## src/rtl/rtc_bus_sequencer_if.sv

```systemverilog
// Host-side burst request/response and pad-side signals of the RTC bus sequencer.
interface rtc_bus_sequencer_if #(
  parameter int BUS_W = 8,
  parameter int CNT_W = 5
);
  logic             start;
  logic             rw;
  logic             inc;
  logic [BUS_W-1:0] base_addr;
  logic [CNT_W-1:0] count;
  logic [BUS_W-1:0] wr_data;
  logic             wr_ack;
  logic [BUS_W-1:0] rd_data;
  logic             rd_valid;
  logic [BUS_W-1:0] ad_in;
  logic [BUS_W-1:0] ad_out;
  logic             ad_oe;
  logic             ad;
  logic             cs_n;
  logic             rd_n;
  logic             wr_n;
  logic             busy;
  logic             done;

  modport master (
    input  start, rw, inc, base_addr, count, wr_data, ad_in,
    output wr_ack, rd_data, rd_valid, ad_out, ad_oe, ad, cs_n, rd_n, wr_n, busy, done
  );

  modport slave (
    output start, rw, inc, base_addr, count, wr_data, ad_in,
    input  wr_ack, rd_data, rd_valid, ad_out, ad_oe, ad, cs_n, rd_n, wr_n, busy, done
  );
endinterface

```

## src/rtl/rtc_bus_sequencer.sv

```systemverilog
// Burst engine for multiplexed address/data RTC chips: address strobe, gap,
// data strobe and recovery per beat, with all pad-facing outputs registered.
module rtc_bus_sequencer #(
  parameter int BUS_W     = 8,
  parameter int BURST_MAX = 16,
  parameter int CNT_W     = 5,
  parameter int T_ADDR    = 2,
  parameter int T_GAP     = 1,
  parameter int T_DATA    = 3,
  parameter int T_REC     = 2
) (
  input  logic                clock,
  input  logic                reset,
  rtc_bus_sequencer_if.master bus
);

  localparam int TMAX_AG = (T_ADDR > T_GAP) ? T_ADDR : T_GAP;
  localparam int TMAX_DR = (T_DATA > T_REC) ? T_DATA : T_REC;
  localparam int TMAX    = (TMAX_AG > TMAX_DR) ? TMAX_AG : TMAX_DR;
  localparam int PH_W    = (TMAX > 1) ? $clog2(TMAX) : 1;
  localparam logic [CNT_W-1:0] BMAX = CNT_W'(BURST_MAX);

  typedef enum logic [2:0] {IDLE, A_STB, A_REC, D_STB, D_REC, FIN} state_t;

  state_t           state_q;
  logic [PH_W-1:0]  ph_q;
  logic [CNT_W-1:0] beats_q;
  logic [BUS_W-1:0] addr_q;
  logic             rw_q, inc_q;
  logic             cs_n_q, rd_n_q, wr_n_q, ad_q, ad_oe_q;
  logic [BUS_W-1:0] ad_out_q, rd_data_q;
  logic             rd_valid_q, wr_ack_q, busy_q, done_q;

  logic [CNT_W-1:0] eff_cnt_d;
  logic [BUS_W-1:0] addr_d;

  function automatic logic [CNT_W-1:0] sat_count(input logic [CNT_W-1:0] c);
    return (c > BMAX) ? BMAX : c;
  endfunction

  assign eff_cnt_d = sat_count(bus.count);
  assign addr_d    = inc_q ? addr_q + BUS_W'(1) : addr_q;

  always_ff @(posedge clock) begin
    if (reset) begin
      state_q    <= IDLE;
      ph_q       <= '0;
      cs_n_q     <= 1'b1;
      rd_n_q     <= 1'b1;
      wr_n_q     <= 1'b1;
      ad_q       <= 1'b1;
      ad_oe_q    <= 1'b0;
      ad_out_q   <= '0;
      rd_data_q  <= '0;
      rd_valid_q <= 1'b0;
      wr_ack_q   <= 1'b0;
      busy_q     <= 1'b0;
      done_q     <= 1'b0;
    end else begin
      rd_valid_q <= 1'b0;
      wr_ack_q   <= 1'b0;
      case (state_q)
        IDLE: begin
          if (bus.start) begin
            rw_q    <= bus.rw;
            inc_q   <= bus.inc;
            addr_q  <= bus.base_addr;
            beats_q <= eff_cnt_d;
            if (eff_cnt_d == '0) begin
              state_q <= FIN;
              busy_q  <= 1'b0;
              done_q  <= 1'b1;
            end else begin
              state_q  <= A_STB;
              ph_q     <= PH_W'(T_ADDR - 1);
              busy_q   <= 1'b1;
              done_q   <= 1'b0;
              cs_n_q   <= 1'b0;
              ad_q     <= 1'b0;
              wr_n_q   <= 1'b0;
              ad_oe_q  <= 1'b1;
              ad_out_q <= bus.base_addr;
            end
          end
        end
        A_STB: begin
          if (ph_q == '0) begin
            state_q <= A_REC;
            ph_q    <= PH_W'(T_GAP - 1);
            ad_q    <= 1'b1;
            wr_n_q  <= 1'b1;
          end else begin
            ph_q <= ph_q - PH_W'(1);
          end
        end
        A_REC: begin
          if (ph_q == '0) begin
            state_q <= D_STB;
            ph_q    <= PH_W'(T_DATA - 1);
            // Write data is taken at the last gap cycle so it is stable for the whole data strobe.
            if (rw_q) begin
              ad_out_q <= bus.wr_data;
              wr_ack_q <= 1'b1;
              wr_n_q   <= 1'b0;
            end else begin
              rd_n_q  <= 1'b0;
              ad_oe_q <= 1'b0;
            end
          end else begin
            ph_q <= ph_q - PH_W'(1);
          end
        end
        D_STB: begin
          if (ph_q == '0) begin
            state_q <= D_REC;
            ph_q    <= PH_W'(T_REC - 1);
            cs_n_q  <= 1'b1;
            rd_n_q  <= 1'b1;
            wr_n_q  <= 1'b1;
            ad_oe_q <= 1'b0;
            if (!rw_q) begin
              rd_data_q  <= bus.ad_in;
              rd_valid_q <= 1'b1;
            end
          end else begin
            ph_q <= ph_q - PH_W'(1);
          end
        end
        D_REC: begin
          if (ph_q == '0) begin
            addr_q  <= addr_d;
            beats_q <= beats_q - CNT_W'(1);
            if (beats_q == CNT_W'(1)) begin
              state_q <= FIN;
              busy_q  <= 1'b0;
              done_q  <= 1'b1;
            end else begin
              state_q  <= A_STB;
              ph_q     <= PH_W'(T_ADDR - 1);
              cs_n_q   <= 1'b0;
              ad_q     <= 1'b0;
              wr_n_q   <= 1'b0;
              ad_oe_q  <= 1'b1;
              ad_out_q <= addr_d;
            end
          end else begin
            ph_q <= ph_q - PH_W'(1);
          end
        end
        FIN:     state_q <= IDLE;
        default: state_q <= IDLE;
      endcase
    end
  end

  assign bus.cs_n     = cs_n_q;
  assign bus.rd_n     = rd_n_q;
  assign bus.wr_n     = wr_n_q;
  assign bus.ad       = ad_q;
  assign bus.ad_oe    = ad_oe_q;
  assign bus.ad_out   = ad_out_q;
  assign bus.rd_data  = rd_data_q;
  assign bus.rd_valid = rd_valid_q;
  assign bus.wr_ack   = wr_ack_q;
  assign bus.busy     = busy_q;
  assign bus.done     = done_q;

endmodule
```

## src/flat_wrapper.sv

```systemverilog
// flat-port wrapper written by rule: the top's interface ports become plain ports
module rtc_bus_sequencer_flat 
#(
  parameter int BUS_W     = 8,
  parameter int BURST_MAX = 16,
  parameter int CNT_W     = 5,
  parameter int T_ADDR    = 2,
  parameter int T_GAP     = 1,
  parameter int T_DATA    = 3,
  parameter int T_REC     = 2
)
  (clock, reset, bus_start, bus_rw, bus_inc, bus_base_addr, bus_count, bus_wr_data, bus_ad_in, bus_wr_ack, bus_rd_data, bus_rd_valid, bus_ad_out, bus_ad_oe, bus_ad, bus_cs_n, bus_rd_n, bus_wr_n, bus_busy, bus_done);
  rtc_bus_sequencer_if #(.BUS_W(BUS_W), .CNT_W(CNT_W)) bus_i ();
  input  logic clock;
  input  logic reset;
  input wire logic [$bits(bus_i.start)-1:0] bus_start;
  input wire logic [$bits(bus_i.rw)-1:0] bus_rw;
  input wire logic [$bits(bus_i.inc)-1:0] bus_inc;
  input wire logic [$bits(bus_i.base_addr)-1:0] bus_base_addr;
  input wire logic [$bits(bus_i.count)-1:0] bus_count;
  input wire logic [$bits(bus_i.wr_data)-1:0] bus_wr_data;
  input wire logic [$bits(bus_i.ad_in)-1:0] bus_ad_in;
  output wire logic [$bits(bus_i.wr_ack)-1:0] bus_wr_ack;
  output wire logic [$bits(bus_i.rd_data)-1:0] bus_rd_data;
  output wire logic [$bits(bus_i.rd_valid)-1:0] bus_rd_valid;
  output wire logic [$bits(bus_i.ad_out)-1:0] bus_ad_out;
  output wire logic [$bits(bus_i.ad_oe)-1:0] bus_ad_oe;
  output wire logic [$bits(bus_i.ad)-1:0] bus_ad;
  output wire logic [$bits(bus_i.cs_n)-1:0] bus_cs_n;
  output wire logic [$bits(bus_i.rd_n)-1:0] bus_rd_n;
  output wire logic [$bits(bus_i.wr_n)-1:0] bus_wr_n;
  output wire logic [$bits(bus_i.busy)-1:0] bus_busy;
  output wire logic [$bits(bus_i.done)-1:0] bus_done;
  assign bus_i.start = bus_start;
  assign bus_i.rw = bus_rw;
  assign bus_i.inc = bus_inc;
  assign bus_i.base_addr = bus_base_addr;
  assign bus_i.count = bus_count;
  assign bus_i.wr_data = bus_wr_data;
  assign bus_i.ad_in = bus_ad_in;
  assign bus_wr_ack = bus_i.wr_ack;
  assign bus_rd_data = bus_i.rd_data;
  assign bus_rd_valid = bus_i.rd_valid;
  assign bus_ad_out = bus_i.ad_out;
  assign bus_ad_oe = bus_i.ad_oe;
  assign bus_ad = bus_i.ad;
  assign bus_cs_n = bus_i.cs_n;
  assign bus_rd_n = bus_i.rd_n;
  assign bus_wr_n = bus_i.wr_n;
  assign bus_busy = bus_i.busy;
  assign bus_done = bus_i.done;
  rtc_bus_sequencer #(.BUS_W(BUS_W), .BURST_MAX(BURST_MAX), .CNT_W(CNT_W), .T_ADDR(T_ADDR), .T_GAP(T_GAP), .T_DATA(T_DATA), .T_REC(T_REC)) u_core (.clock(clock), .reset(reset), .bus(bus_i));
endmodule
```

## config.mk

```make
export PLATFORM = sky130hd
export DESIGN_NAME = rtc_bus_sequencer_flat
export DESIGN_NICKNAME = d
export VERILOG_FILES = /design/src/rtl/rtc_bus_sequencer_if.sv /design/src/rtl/rtc_bus_sequencer.sv /design/src/flat_wrapper.sv
export SDC_FILE = /design/constraint.sdc
export NUM_CORES = 1
export LEC_CHECK = 0
export ABC_CLOCK_PERIOD_IN_PS = 5380
export CAP_MARGIN = 25
export CORE_AREA = 5 5 77 107
export CTS_CLUSTER_DIAMETER = 60
export CTS_CLUSTER_SIZE = 28
export DETAILED_ROUTE_END_ITERATION = 7
export DIE_AREA = 0 0 82 112
export PLACE_DENSITY = 0.54
export RECOVER_POWER = 100
export REMOVE_ABC_BUFFERS = 1
export SLEW_MARGIN = 20
export SYNTH_ARGS = -nofsm -noshare
export SYNTH_HDL_FRONTEND = slang
export SYNTH_SLANG_ARGS = --single-unit
```

## constraint.sdc

```tcl
create_clock -name clock -period 5.38 [get_ports clock]
set_input_delay 0.538 -clock clock [delete_from_list [all_inputs] [get_ports clock]]
set_output_delay 0.538 -clock clock [all_outputs]
set_load 0.05 [all_outputs]
```

; Word-level counts from Yosys, hierarchy flattened
; Cells that the tools add are included.
[word_totals]
regBits = 45
in_bits = 34
[op_classes]
eq_ne = 17
n_reduce_logical = 26
bitwise_logic = 5
magnitude_cmp = 1
add_sub_neg = 3
muxes = 62
[op_table]
columns = cell, count
row1 = $mux W8, 9
row2 = $mux W1, 24
row3 = $pmux W8 S3, 1
row4 = $mux W3, 7
row5 = $pmux W8 S2, 1
row6 = $reduce_and A4 Y1, 4
row7 = $reduce_and A8 Y1, 2
row8 = $mux W5, 3
row9 = $pmux W3 S5, 1
row10 = $mux W2, 7
row11 = $ne A2 B1 Y1 const B, 7
row12 = $reduce_and A6 Y1, 2
row13 = $pmux W2 S5, 1
row14 = $pmux W5 S2, 1
row15 = $reduce_bool A3 Y1, 3
row16 = $add A8 B1 Y8 const B, 1
row17 = $ne A2 B2 Y1 const B, 4
row18 = $pmux W1 S4, 2
row19 = $reduce_bool A4 Y1, 2
row20 = $reduce_and A7 Y1, 1
row21 = $eq A3 B2 Y1 const B, 2
row22 = $pmux W1 S2, 3
row23 = $pmux W1 S3, 2
row24 = $reduce_and A3 Y1, 2
row25 = 16 further kinds, 22

; Longest topological paths before layout
; Gate-level depths: netlist (run 1).
[depth]
depth_word = 6
ltp_mapped = 7
depth_no_buf = 7

; Worst setup path before layout (run 1)
; OpenSTA, ideal clock, no wires.
[synth_path]
kind = input-to-reg
from = input reset
to = register u_core.addr_q[0] (enable)
arrival_ns = 1.880
path_buffers = 2
path_stages = 3
setup_ns = 0.404
slack_ns = 3.096
cell_sequence = buf_2 -> buf_6 -> a211oi_1
[synth_via]
elab_chain_len = 2
[synth_lines]
columns = item, line
row1 = from (decl), flat_wrapper.sv:15  ; input logic reset;
row2 = $not A1 Y1 (no source line), -
row3 = $reduce_and A4 Y1 (no source line), -
row4 = to (signal assigned), rtc_bus_sequencer.sv:67  ; addr_q <= bus.base_addr;
row5 = to (signal assigned), rtc_bus_sequencer.sv:131  ; addr_q <= addr_d;
row6 = to (decl), rtc_bus_sequencer.sv:28  ; logic [BUS_W-1:0] addr_q;
; Every way passes these cells.
; A chain may end at the register's enable or synchronous reset.

; Worst setup path in the final report (run 1)
[layout_path]
from = register u_core.state_q[2]
to = register u_core.ad_out_q[5], in the netlist u_core.bus.ad_out[5]
[layout_via]
elab_chain_len = 3
elab_cells_between_ends = 12
cone_classes = eq/ne: 8 / mux: 1 / reduce/logical: 3
[layout_lines]
columns = item, line
row1 = from (decl), rtc_bus_sequencer.sv:25  ; state_t state_q;
row2 = from (signal assigned), rtc_bus_sequencer.sv:46  ; state_q <= IDLE;
row3 = from (signal assigned), rtc_bus_sequencer.sv:70  ; state_q <= FIN;
row4 = from (signal assigned), rtc_bus_sequencer.sv:74  ; state_q <= A_STB;
row5 = "$eq A3 B2 Y1, or another cell as far along", rtc_bus_sequencer.sv:62  ; case (state_q)
row6 = "$ne A2 B1 Y1 (no source line), or another cell as far along", -
row7 = $reduce_and A7 Y1 (no source line), -
row8 = to (signal assigned), rtc_bus_sequencer.sv:82  ; ad_out_q <= bus.base_addr;
row9 = to (signal assigned), rtc_bus_sequencer.sv:102  ; ad_out_q <= bus.wr_data;
row10 = to (signal assigned), rtc_bus_sequencer.sv:144  ; ad_out_q <= addr_d;
row11 = to (decl), rtc_bus_sequencer.sv:31  ; logic [BUS_W-1:0] ad_out_q, rd_data_q;
; Parallel ways exist; a longest one is shown, timed or not.

==> summary.txt, run 1 <==
Status
  – Status: complete, no violations

Min path
  – Number of cells on the worst hold path: 2
  – Hold crit path type: reg -> reg
  – Endpoint of the worst hold-timing path: u_core.bus.ad_out[4]
  – Start point of the worst hold path: u_core.bus.ad_out[4]

Timing
  – Clock period minus final worst setup slack: 2.66 ns
  – Setup TNS: 0 ns
  – Final Max Slew Viols: 0
  – Worst clock skew: 0.00504 ns
  – RSZ-0062 raised after global routing: false
  – Maximum frequency from static timing analysis: 0.376 GHz
  – Slew headroom: 46.3%
  – Final period utilization: 49.5%
  – Final count of negative-setup-slack endpoints: 0
  – Final-report hold violation count: 0
  – Slew of the pin with the lowest slew margin: 0.804 ns

Critical path
  – Library cell contributing the largest single delay on the critical path: sky130_fd_sc_hd__dfxtp_1
  – Worst Setup Path Type: reg -> reg
  – Startpoint type of the worst setup path: flop
  – Maximum net fanout on the critical path: 23
  – Reg-to-reg slack, setup: 2.72 ns
  – Count of cells along the worst register-to-register path: 5
  – Element type at the critical path end: flop
  – Reg2reg start: u_core.state_q[2]
  – Worst path cell trace: inv_1 -> a2bb2oi_1 -> o22ai_1 -> a2111oi_0 -> nor3_2
  – Largest stage delay, worst path: 0.85 ns
  – Required time of the critical path: 5.61 ns
  – RR Endpoint: u_core.bus.ad_out[5]
  – Arr. time, crit path: 2.89 ns

Logic synthesis
  – Synth top area cells: sky130_fd_sc_hd__dfxtp_1, sky130_fd_sc_hd__edfxtp_1, sky130_fd_sc_hd__mux2i_1
  – Adder-Cell Fraction of Synth Area: 3.11%
  – Flip-flop and latch count after synthesis: 45
  – Commonest register cell after synthesis: sky130_fd_sc_hd__dfxtp_1
  – Area share of and/or/nand/nor cells after synthesis: 18.7%
  – XOR/XNOR share of the synthesized area: 3.27%
  – Post-synth design cell area: 2410 µm²
  – Share of the synthesized area in compound gates (AO/OA/AOI/OAI): 22.0%
  – Library cells used by synthesis: 52
  – Post-synth EDFFs: 15
  – Register area share after synthesis: 43.6%
  – Post-synthesis cell type with the largest combined area: sky130_fd_sc_hd__dfxtp_1
  – Synthesis warning total: 0
  – Combinational family with the most area after synthesis: compound AO/OA/AOI/OAI gates
  – Mean instance size in the synthesized netlist: 9.24 µm²
  – Async SR Flop Fraction: 0%
  – Number of standard cells after synthesis: 261
  – Top-area cell type share of the netlist area: 24.9%
  – Portion of netlist area occupied by mux cells: 4.57%

Layout
  – Most common library cell in the layout ignoring fill and taps: sky130_fd_sc_hd__clkdlybuf4s50_1
  – Fraction of final layout cells with drive strength greater than 1: 4.79%
  – Top library cells by usage in the layout, fill and taps aside: sky130_fd_sc_hd__clkdlybuf4s50_1, sky130_fd_sc_hd__dfxtp_1, sky130_fd_sc_hd__nand2_1, sky130_fd_sc_hd__dlygate4sd3_1, sky130_fd_sc_hd__nor2_1
  – Antenna diode count: 0
  – Area grow syn2layout: 29.8%
  – Layout fillers: 767
  – Count of non-filler cells in the finished layout: 410
  – Count of nets after finishing: 352

Clocking
  – Skew-Pair Late Insertion Delay: 0.30 ns
  – Number of buffers inserted by hold repair at cts: 0
  – Largest buffer count on any clock path: 2
  – Clock tree root driver cell: sky130_fd_sc_hd__clkbuf_8
  – Clk slew on worst S/H paths: 0.08 ns
  – Number of sinks driven by the clock tree: 45
  – H-tree levels: 2
  – TritonCTS clock tree: built
  – Number of buffers added for setup after CTS: 0
  – Quantity of gates resized following cts: 0
  – Clock buffers created by TritonCTS: 5

Die
  – Die outline area: 9180 µm²
  – Initial Util: 33.4%
  – Io pins: 59
  – Die boundary height: 112 µm
  – Placement Rows: 37
  – Placeable core region: 7220 µm²
  – Chip Width: 82 µm

Drt
  – Avg Vias per Cell: 5.12
  – Post-detailed-route DRC marker count: 0
  – Remaining antenna violation count after routing: 0
  – Number of iterations in the first detailed-routing pass: 4
  – Routed via count: 2099
  – Starting DRT DRC Count: 84
  – Aggregate routed wire length: 6.47 mm
  – Per-cell routed wire length: 15.8 µm

Placement
  – Number of port buffers: 58
  – Gpl congestion: 0.757
  – Total half-perimeter wirelength after legalization and detailed placement: 4.80 mm
  – DP Cell Count: 402

Pwr
  – Max IR drop VDD: 0.164 mV
  – Power density over the cells: 387 nW/µm²
  – Static Leakage: 1.22 nW

GRT
  – Initial antenna violation count: 0
  – Overall Global Routing Usage: 14.7%
  – Wire length of the first global-routing pass: 10.5 mm
  – Via count of the first global-routing pass: 2173
  – Remaining global-route overflow: 0
  – Maximum number of pins on one net before global-route repair: 34

Job
  – Number of violations of the max-capacitance limit: 0
how the worst max path moves through the flow:
stage | slack, ns | to | startpoint | depth (start not counted)
final | 2.72 | u_core.bus.ad_out[5] | u_core.state_q[2] | 5
after global routing | 2.59 | u_core.bus.ad_out[5] | u_core.state_q[2] | 5
after CTS | 2.98 | u_core.bus.wr_n | u_core.state_q[1] | 4
after detailed placement | 2.95 | u_core.bus.ad_oe | bus_count[1] | 6
after global placement | 2.96 | u_core.bus.ad_oe | bus_count[1] | 6
after floorplan | 2.91 | u_core.addr_q[0] | u_core.ph_q[0] | 4
cell type report:
class / count / area (µm²) / area share (%)
flip-flops and latches: 45 / 1050 / 33.6
well taps: 97 / 121 / 3.88
clock inverters: 1 / 5.00 / 0.160
multi-input cells: 192 / 1210 / 38.7
inverters: 8 / 30.0 / 0.960
repair buffers: 60 / 592 / 18.9
clock buffers: 7 / 119 / 3.80
cell families (layout without fill, tap and decap cells):
| kind of cell | count (synthesis) | after routing |
|---|---|---|
| AND/OR/NAND/NOR | 92 | 92 |
| AO/OA/AOI/OAI | 74 | 74 |
| flip-flops | 45 | 45 |
| buffers and inverters | 24 | 76 |
| multiplexers | 11 | 11 |
| XOR/XNOR | 9 | 9 |
| adder cells (fa/ha/maj) | 6 | 6 |
stage by stage:
step	utilization [%]	worst slack (ns)	area (µm²)	power, mW	hold WS (ns)
6_report	43.3	2.72	3130	1.21	0.460
3_5_place_dp	42.1	2.95	3040	0.978	0.456
5_1_grt	43.3	2.59	3130	1.28	0.473
3_3_place_gp	42.1	2.96	3040	0.974	0.451
4_1_cts	43.8	2.98	3170	1.25	0.469
2_1_floorplan	-	2.91	2320	0.804	0.492
synth_stat cells, types with 2 or more instances:
library cell	number
sky130_fd_sc_hd__a2111oi_2	2
sky130_fd_sc_hd__a211oi_1	2
sky130_fd_sc_hd__a21o_1	2
sky130_fd_sc_hd__a21oi_1	14
sky130_fd_sc_hd__a22oi_1	4
sky130_fd_sc_hd__a2bb2oi_1	2
sky130_fd_sc_hd__a31oi_1	2
sky130_fd_sc_hd__buf_2	3
sky130_fd_sc_hd__buf_6	3
sky130_fd_sc_hd__clkbuf_1	9
sky130_fd_sc_hd__dfxtp_1	30
sky130_fd_sc_hd__edfxtp_1	15
sky130_fd_sc_hd__ha_1	6
sky130_fd_sc_hd__inv_1	8
sky130_fd_sc_hd__mux2i_1	11
sky130_fd_sc_hd__nand2_1	29
sky130_fd_sc_hd__nand2b_1	2
sky130_fd_sc_hd__nand3_1	3
sky130_fd_sc_hd__nand3b_1	6
sky130_fd_sc_hd__nand4_1	3
sky130_fd_sc_hd__nor2_1	25
sky130_fd_sc_hd__nor2b_1	2
sky130_fd_sc_hd__nor3_1	10
sky130_fd_sc_hd__nor3_2	2
sky130_fd_sc_hd__o2111ai_1	2
sky130_fd_sc_hd__o21a_1	3
sky130_fd_sc_hd__o21ai_0	18
sky130_fd_sc_hd__o21bai_1	2
sky130_fd_sc_hd__o22a_1	2
sky130_fd_sc_hd__o22ai_1	6
sky130_fd_sc_hd__o32a_1	2
sky130_fd_sc_hd__o41ai_1	2
sky130_fd_sc_hd__or3_1	3
sky130_fd_sc_hd__xnor2_1	4
sky130_fd_sc_hd__xor2_1	5
critical path: cells and delay by family (launching register included):
family | cells | cell delay (ns)
and+or+nand+nor | 1 | 0.19
AOI/OAI and AO/OA | 3 | 1.13
buffers and inverters | 1 | 0.41
DFF | 1 | 0.85
power by group:
group / internal [mW] / switching, mW
clock network: 0.147 / 0.119
registers: 0.410 / 0.0579
logic: 0.171 / 0.305
total: 0.728 / 0.482
registers in the layout, indices dropped and copies added, names as in the netlist:
register,count
u_core.beats_q,5
u_core.addr_q,8
u_core.rw_q,1
u_core.inc_q,1
u_core.state_q,3
u_core.bus.ad_out,8
u_core.bus.ad,1
u_core.bus.rd_data,8
u_core.bus.rd_valid,1
u_core.bus.done,1
u_core.bus.busy,1
u_core.bus.wr_ack,1
u_core.bus.cs_n,1
u_core.bus.rd_n,1
u_core.ph_q,2
u_core.bus.wr_n,1
u_core.bus.ad_oe,1
routing by layer:
layer	routed length, µm	vias up	global-route usage [%]
li1	-	1057	-
met1	2900	995	18.2
met2	3250	41	25.2
met3	238	6	2.75
met4	83	0	4.77
met5	0	-	0
Power figures use the tool's default switching activity.
==> run 2: changes to the inputs <==
--- a/config.mk
+++ b/config.mk
@@ -5,7 +5,7 @@
 export SDC_FILE = /design/constraint.sdc
 export NUM_CORES = 1
 export LEC_CHECK = 0
-export ABC_CLOCK_PERIOD_IN_PS = 5380
+export ABC_CLOCK_PERIOD_IN_PS = 2610
 export CAP_MARGIN = 25
 export CORE_AREA = 5 5 77 107
 export CTS_CLUSTER_DIAMETER = 60
==> constraint.sdc (replaced) <==
create_clock -name clock -period 2.61 [get_ports clock]
set_input_delay 0.261 -clock clock [delete_from_list [all_inputs] [get_ports clock]]
set_output_delay 0.261 -clock clock [all_outputs]
set_load 0.05 [all_outputs]
==> summary.txt, run 2 (synthesized netlist as in run 1, its figures left out) <==
Critical path
  – Library cell contributing the largest single delay on the critical path: sky130_fd_sc_hd__a2111oi_2
  – Element type at the critical path end: flop
  – Largest stage delay, worst path: 0.46 ns (-0.39 ns)
  – Capture point of the critical path: u_core.bus.ad_out[6]
  – Reg2reg start: u_core.ph_q[0]
  – Required time of the critical path: 2.81 ns (-2.80 ns)
  – Source of the critical timing path: u_core.ph_q[0]
  – Reg-to-reg slack, setup: 0.32 ns (-2.40 ns)
  – RR Endpoint: u_core.bus.ad_out[6]
  – Count of cells along the worst register-to-register path: 7 (+2)
  – Worst path cell trace: inv_1 -> ha_1 -> nand3_1 -> nor3_1 -> o22ai_1 -> a2111oi_2 -> nor3_2
  – Worst Setup Path Type: reg -> reg
  – Startpoint type of the worst setup path: flop
  – Maximum net fanout on the critical path: 13 (-43%)
  – Arr. time, crit path: 2.49 ns (-0.40 ns)

Layout
  – Layout fillers: 770 (+0.39%)
  – Post-layout util: 43.6% (+0.31 points)
  – Area grow syn2layout: 30.7%
  – Antenna diode count: 0 (unchanged)
  – Count of nets after finishing: 357 (+1.4%)
  – Count of non-filler cells in the finished layout: 415 (+1.2%)
  – Cell area after layout: 3150 µm² (+0.72%)
  – Most common library cell in the layout ignoring fill and taps: sky130_fd_sc_hd__clkdlybuf4s50_1
  – Fraction of final layout cells with drive strength greater than 1: 7.23% (+2.4 points)
  – Top library cells by usage in the layout, fill and taps aside: sky130_fd_sc_hd__clkdlybuf4s50_1, sky130_fd_sc_hd__dfxtp_1, sky130_fd_sc_hd__nand2_1, sky130_fd_sc_hd__dlygate4sd3_1, sky130_fd_sc_hd__nor2_1

Min path
  – Hold crit path type: reg -> reg

Placement
  – Number of port buffers: 58 (unchanged)
  – DP Cell Count: 407 (+1.2%)
  – Gpl congestion: 0.805 (+6.2%)
  – Total half-perimeter wirelength after legalization and detailed placement: 4.91 mm (+2.3%)
  – Instance area after placement: 3080 µm² (+1.2%)

Drt
  – Detail Route met3 WL: 244 µm (+2.5%)
  – Routed wl met2: 3.26 mm (+0.12%)
  – Aggregate routed wire length: 6.40 mm (-1.2%)
  – Post-detailed-route DRC marker count: 0 (unchanged)
  – Avg Vias per Cell: 5.01 (-2.1%)
  – Starting DRT DRC Count: 103 (+23%)
  – Top sig layer: met4
  – Routed via count: 2081 (-0.86%)
  – Number of iterations in the first detailed-routing pass: 4 (unchanged)
  – Per-cell routed wire length: 15.4 µm (-2.4%)
  – Met1 layer wirelength in the final routing: 2.75 mm (-5.2%)
  – Remaining antenna violation count after routing: 0 (unchanged)

GRT
  – Remaining global-route overflow: 0 (unchanged)
  – Wire length of the first global-routing pass: 10.2 mm (-3.5%)
  – Maximum number of pins on one net before global-route repair: 22 (-35%)
  – Initial antenna violation count: 0 (unchanged)
  – Via count of the first global-routing pass: 2114 (-2.7%)
  – Overall Global Routing Usage: 14.3% (-0.44 points)

Clocking
  – Clock buffers created by TritonCTS: 5 (unchanged)
  – H-tree levels: 2 (unchanged)
  – Number of sinks driven by the clock tree: 45 (unchanged)
  – Number of buffers inserted by hold repair at cts: 0 (unchanged)
  – Clock tree root driver cell: sky130_fd_sc_hd__clkbuf_8
  – Skew-Pair Late Insertion Delay: 0.31 ns (about the same)
  – Number of buffers added for setup after CTS: 0 (unchanged)
  – Largest buffer count on any clock path: 2 (unchanged)
  – TritonCTS clock tree: built
  – Quantity of gates resized following cts: 0 (unchanged)
  – Clk slew on worst S/H paths: 0.09 ns (about the same)

Pwr
  – Switching share of power: 41.6% (+1.7 points)
  – Net switching power of the design: 1.01 mW (+110%)
  – Combinational Power Share: 42.0% (+2.7 points)
  – Fraction of power consumed by the clock network: 18.9% (-3.1 points)
  – Sequential Power Share: 39.1% (+0.4 points)
  – Max IR drop VDD: 0.318 mV (+93%)
  – Power density over the cells: 771 nW/µm² (+99%)
  – Int Power: 1.42 mW (+95%)
  – Static Leakage: 1.24 nW (+1.0%)

Timing
  – Final period utilization: 87.9% (+38 points)
  – Final Max Slew Viols: 0 (unchanged)
  – Slew headroom: 48.1% (+1.7 points)
  – Slew of the pin with the lowest slew margin: 0.779 ns (-0.0249 ns)
  – Final count of negative-setup-slack endpoints: 0 (unchanged)
  – Worst clock skew: 0.00699 ns (+0.00195 ns)
  – Clock period minus final worst setup slack: 2.29 ns (-0.366 ns)
  – Maximum frequency from static timing analysis: 0.436 GHz (+16%)
  – Setup TNS: 0 ns (unchanged)
  – RSZ-0062 raised after global routing: false
  – Final-report hold violation count: 0 (unchanged)

Job
  – Number of violations of the max-capacitance limit: 0 (unchanged)

Die
  – Die boundary height: 112 µm (unchanged)
  – Chip Width: 82 µm (unchanged)
  – Die outline area: 9180 µm² (unchanged)
  – Placeable core region: 7220 µm² (unchanged)
  – Io pins: 59 (unchanged)
  – Initial Util: 33.4% (unchanged)
  – Placement Rows: 37 (unchanged)

Status
  – Status: complete, no violations
-- run 2: per-stage QoR --
stage	worst slack [ns]	hold slack, ns	power, mW
final	0.315	0.472	2.43
after detailed placement	0.329	0.454	2.03
after global routing	0.0614	0.494	2.57
after floorplan	0.145	0.330	1.66
after CTS	0.308	0.480	2.50
after global placement	0.463	0.468	2.02
-- run 2: per-layer routing --
metal,vias up,track usage (%)
li1,1068,-
met1,960,17.2
met2,43,24.2
met3,10,2.59
met4,0,6.10
met5,-,0
-- run 2: cell type report --
cell class              count  area (µm²)  share of cell area (%)
clock inverters             3        23.8                   0.754
inverters                   8        30.0                   0.953
multi-input cells         192        1230                    39.0
clock buffers               5        68.8                    2.18
flip-flops and latches     45        1050                    33.3
repair buffers             65         627                    19.9
well taps                  97         121                    3.85
-- run 2: worst min-delay path by stage --
stage,from,endpoint,slack (ns),depth (start not counted)
3_3_place_gp,u_core.bus.ad_oe,u_core.bus.ad_oe,0.47,1
5_1_grt,u_core.bus.ad_out[4],u_core.bus.ad_out[4],0.49,2
3_5_place_dp,u_core.bus.rd_n,u_core.bus.rd_n,0.45,2
4_1_cts,u_core.bus.rd_n,u_core.bus.rd_n,0.48,2
2_1_floorplan,reset,u_core.bus.ad_out[3],0.33,1
6_report,u_core.bus.ad_out[4],u_core.bus.ad_out[4],0.47,2
-- run 2: power groups by stage --
| stage | Combinational (mW) | Clock (mW) | Sequential, mW |
|---|---|---|---|
| 2_1_floorplan | 0.478 | 0 | 1.18 |
| 3_3_place_gp | 1.06 | 0 | 0.966 |
| 3_5_place_dp | 1.06 | 0 | 0.967 |
| 4_1_cts | 1.07 | 0.483 | 0.953 |
| 5_1_grt | 1.11 | 0.499 | 0.967 |
| 6_report | 1.02 | 0.459 | 0.949 |
-- run 2: critical path: cells and delay by family (launching register included) --
kind | cells | cell delay [ns]
simple gates | 3 | 0.55
fa+ha+maj | 1 | 0.42
buf+inv | 1 | 0.10
compound gates | 2 | 0.78
flops | 1 | 0.34
==> run 3: changes to the inputs <==
--- a/config.mk
+++ b/config.mk
@@ -12,6 +12,7 @@
 export CTS_CLUSTER_SIZE = 28
 export DETAILED_ROUTE_END_ITERATION = 7
 export DIE_AREA = 0 0 82 112
+export HOLD_SLACK_MARGIN = 0.02
 export PLACE_DENSITY = 0.54
 export RECOVER_POWER = 100
 export REMOVE_ABC_BUFFERS = 1
==> results of run 3 <==
Final layout, timing and power as in run 2 (identical DEF).
